[config.mk]
export PLATFORM = sky130hd
export DESIGN_NAME = d_latch
export DESIGN_NICKNAME = d
export VERILOG_FILES = /design/src/rtl/d_latch.sv
export SDC_FILE = /design/constraint.sdc
export NUM_CORES = 1
export LEC_CHECK = 0
export BUFFER_PORTS_ARGS = -buffer_cell sky130_fd_sc_hd__buf_2
export CAP_MARGIN = 20
export CORE_AREA = 2 2 39 41
export DETAILED_ROUTE_END_ITERATION = 16
export DIE_AREA = 0 0 41 43
export GPL_TIMING_DRIVEN = 0
export PLACE_DENSITY_LB_ADDON = 0.15
export SLEW_MARGIN = 20
export SYNTH_ARGS = -nofsm -noshare
export SYNTH_HDL_FRONTEND = slang
export SYNTH_SLANG_ARGS = --single-unit
[constraint.sdc]
create_clock -name clk -period 0.8 [get_ports clk]
set_input_delay 0.16 -clock clk [delete_from_list [all_inputs] [get_ports clk]]
set_output_delay 0.16 -clock clk [all_outputs]
set_load 0.005 [all_outputs]
[src/rtl/d_latch.sv]
`default_nettype none
// ============================================================================
// Module   : d_latch
// Brief    : Clocked D-latch model with load-valid flag and change pulse.
// Revision : 1.0 - initial release
// ============================================================================
module d_latch #(
    parameter int WIDTH = 1
) (
    input  logic             clk,
    input  logic             rst,
    input  logic [WIDTH-1:0] d,
    input  logic             en,
    output logic [WIDTH-1:0] q,
    output logic             q_valid,
    output logic             changed
);

    logic [WIDTH-1:0] r_q;
    logic             r_valid;
    logic             r_changed;
    logic             w_differs;

    assign w_differs = (d != r_q);

    always_ff @(posedge clk) begin
        if (rst) begin
            r_q       <= '0;
            r_valid   <= 1'b0;
            r_changed <= 1'b0;
        end else begin
            // A pulse only for loads that actually alter the stored value.
            r_changed <= en & w_differs;
            if (en) begin
                r_q     <= d;
                r_valid <= 1'b1;
            end
        end
    end

    assign q       = r_q;
    assign q_valid = r_valid;
    assign changed = r_changed;

endmodule
`default_nettype wire

==> impl_results.md <==
- Number of levels in the clock H-tree: 1
- Worst slew pin tran: 0.174 ns
- DPL Wire Length: 176 um
- DIE AREA: 1760 sq um
- Number of warnings issued by yosys: 0
- Overall global routing resource usage: 4.11%
- Maximum frequency from static timing analysis: 1220 MHz
- Unrepaired setup endpoints after global routing: yes
- Count of unique library cells instantiated by Yosys: 5
- Clock tree buffer depth: 2
- Iter 0 DRT Violations: 2
- Critical path capture point type: output pin
- WL final: 252 um
- Core occupancy in the finished layout: 14.6%
- Fraction of layout instances using a drive strength above 1: 65.0%
- Overall overflow remaining after global route: 0
- Site Rows: 14
- IO buf count: 6
- Setup Crit Path Kind: reg2out
- IR Drop Worst-Case VDD: 599 uV
- CORE AREA: 1380 sq um
- Worst Hold Slack: 0.131 ns
- Maximum clock skew at final layout: 0.0000276 ns
- Number of fillers in the final layout: 160
- Failing checks: setup timing
- Die X: 41 um
- Crit path buf inv count: 1
- Via count of the first global-routing pass: 101
- Slowest stage cell, crit path: sky130_fd_sc_hd__dfxtp_2
- Worst min-delay path class: in2reg
- Worst stage delay on the critical path: 0.32 ns
- Number of antenna violations at the first check in global routing: 0
- Global placer's final weighted congestion: 0.542
- Cell family contributing the most delay on the critical path: flip-flops
- Clock insertion delay at the later pin of the skew report: 0.23 ns
- First-pass GRT wire length: 420 um
- CTS clk-pin slew, worst paths: 0.04 ns
- Largest fanout of any net on the critical path: 3
- Routed wire length per instance: 7.00 um
- Cell taking the most area after synthesis: sky130_fd_sc_hd__dfxtp_1
- Height of the chip: 43 um
- Endpoint arrival time on the critical path: 0.66 ns
- Run status: complete, but fails checks
- Share of the clock period used by the worst path after layout: 103%
- Number of hold-slack violations in the final timing report: 0
- Maximum number of pins on one net before global-route repair: 4
- Most frequent standard cell in the layout excluding fill and tap cells: sky130_fd_sc_hd__buf_2
- Via-per-instance ratio: 2.61
- Number of nets in the layout: 25
- Max-slew violation total from the final report: 0
- Type of element launching the critical path: register
- Number of storage elements in the synthesis netlist: 3
- Worst slew slack as a fraction of its limit: 88.3%
- Power density of the placed cells: 2380 nW/um^2
- CTS tree: done
- Signed area change from the synthesized netlist to the final layout: 96.3%
- Number of top-level pins: 7
- Number of vias in the routed layout: 94
- CTS Buf Count: 3
- Max-cap check violation count: 0
- Net count after synthesis: 13
- Effective utilization at floorplan: 7.41%
- Minimum setup slack in the final design: -0.0214 ns
- Pre-CTS WS: 0.120 ns
- Total standard cell area after synthesis: 103 sq um
- Number of hold buffers added after cts: 0
- DRC violation count after routing: 0
- Antenna-violating nets left: 0
- Top library cells by usage in the layout, fill and taps aside: sky130_fd_sc_hd__buf_2, sky130_fd_sc_hd__nor2_1, sky130_fd_sc_hd__clkbuf_4, sky130_fd_sc_hd__buf_6, sky130_fd_sc_hd__dfxtp_2
- ANT cells: 0
- Mean Syn Cell Area: 11.4 sq um
- Leak Pwr: 0.0913 nW
- Required time of the critical path: 0.64 ns
- Seq/Total Area, Yosys: 58.5%
- Crit path time final: 0.821 ns
- Total of endpoints with negative setup slack in the final report: 3
- Buffer type at the clock tree root: sky130_fd_sc_hd__clkbuf_4
- Clock sink count: 3
- Ordered list of cells on the worst path: buf_6
- Count of mapped cells out of synthesis: 9
- Number of detailed-routing iterations run before antenna repair: 2
- Post-synth top area share: 58.5%
- Synth area leaders: sky130_fd_sc_hd__dfxtp_1, sky130_fd_sc_hd__nor3b_2, sky130_fd_sc_hd__nor2_1, sky130_fd_sc_hd__mux2i_1, sky130_fd_sc_hd__xnor2_1
power breakdown:
group / switching, mW / leakage [nW] / internal, mW
logic: 0.0178 / 0.0509 / 0.0317
clock network: 0.0773 / 0.0150 / 0.187
registers: 0.00548 / 0.0254 / 0.161
Yosys cell counts:
cell and instances:
sky130_fd_sc_hd__xnor2_1 1, sky130_fd_sc_hd__nor2_1 3, sky130_fd_sc_hd__dfxtp_1 3, sky130_fd_sc_hd__nor3b_2 1, sky130_fd_sc_hd__mux2i_1 1
per-stage QoR:
stage | std cells | TNS (ns) | total power [mW] | cell area, sq um
detailed placement | 31 | 0 | 0.205 | 153
finish | 36 | -0.0330 | 0.480 | 201
global placement | 31 | 0 | 0.204 | 153
floorplan | 9 | 0 | 0.183 | 103
global route | 36 | -0.153 | 0.525 | 201
CTS | 35 | -0.0734 | 0.488 | 181
repair_timing:
action	in CTS	in global routing
setup buffers	0	1
setup endpoints to repair	3	3
resized for setup	2	2
layer usage:
layer  GRT usage [%]  vias to the layer above  part of all wire [%]
met5               0                        -                     0
met4            2.00                        0                     0
met3            6.81                        0                    23
met2            3.44                        7                    25
met1            4.47                       37                    51
li1                -                       50                     -
sequential cells by signal, indices dropped and copies added (netlist names):
signal	flops
q_valid	1
changed	1
q	1
worst paths after layout:
| path | start | cells past startpoint | slack (ns) | end |
|---|---|---|---|---|
| worst max register to register | q$_SDFFE_PP0P_ | 3 | -0.01 | changed$_SDFF_PP0_ |
| worst min-delay path | rst | 2 | 0.13 | q_valid$_SDFFE_PP0P_ |
| worst min register to register | q_valid$_SDFFE_PP0P_ | 2 | 0.47 | q_valid$_SDFFE_PP0P_ |
| worst max-delay path | q$_SDFFE_PP0P_ | 1 | -0.02 | q |
logic make-up after synthesis:
family	share of synthesized area (%)
xor gates and xnor gates	8.54
DFF	58.5
muxes	9.76
and+or+nand+nor	23.2
final cells by class:
class / instances / area [sq um] / share of cell area (%)
well taps: 16 / 20.0 / 9.94
repair buffers: 7 / 50.0 / 24.8
multi-input cells: 6 / 42.5 / 21.1
flip-flops and latches: 3 / 62.6 / 31.1
clock buffers: 4 / 26.3 / 13.0
Power figures use the tool's default switching activity.
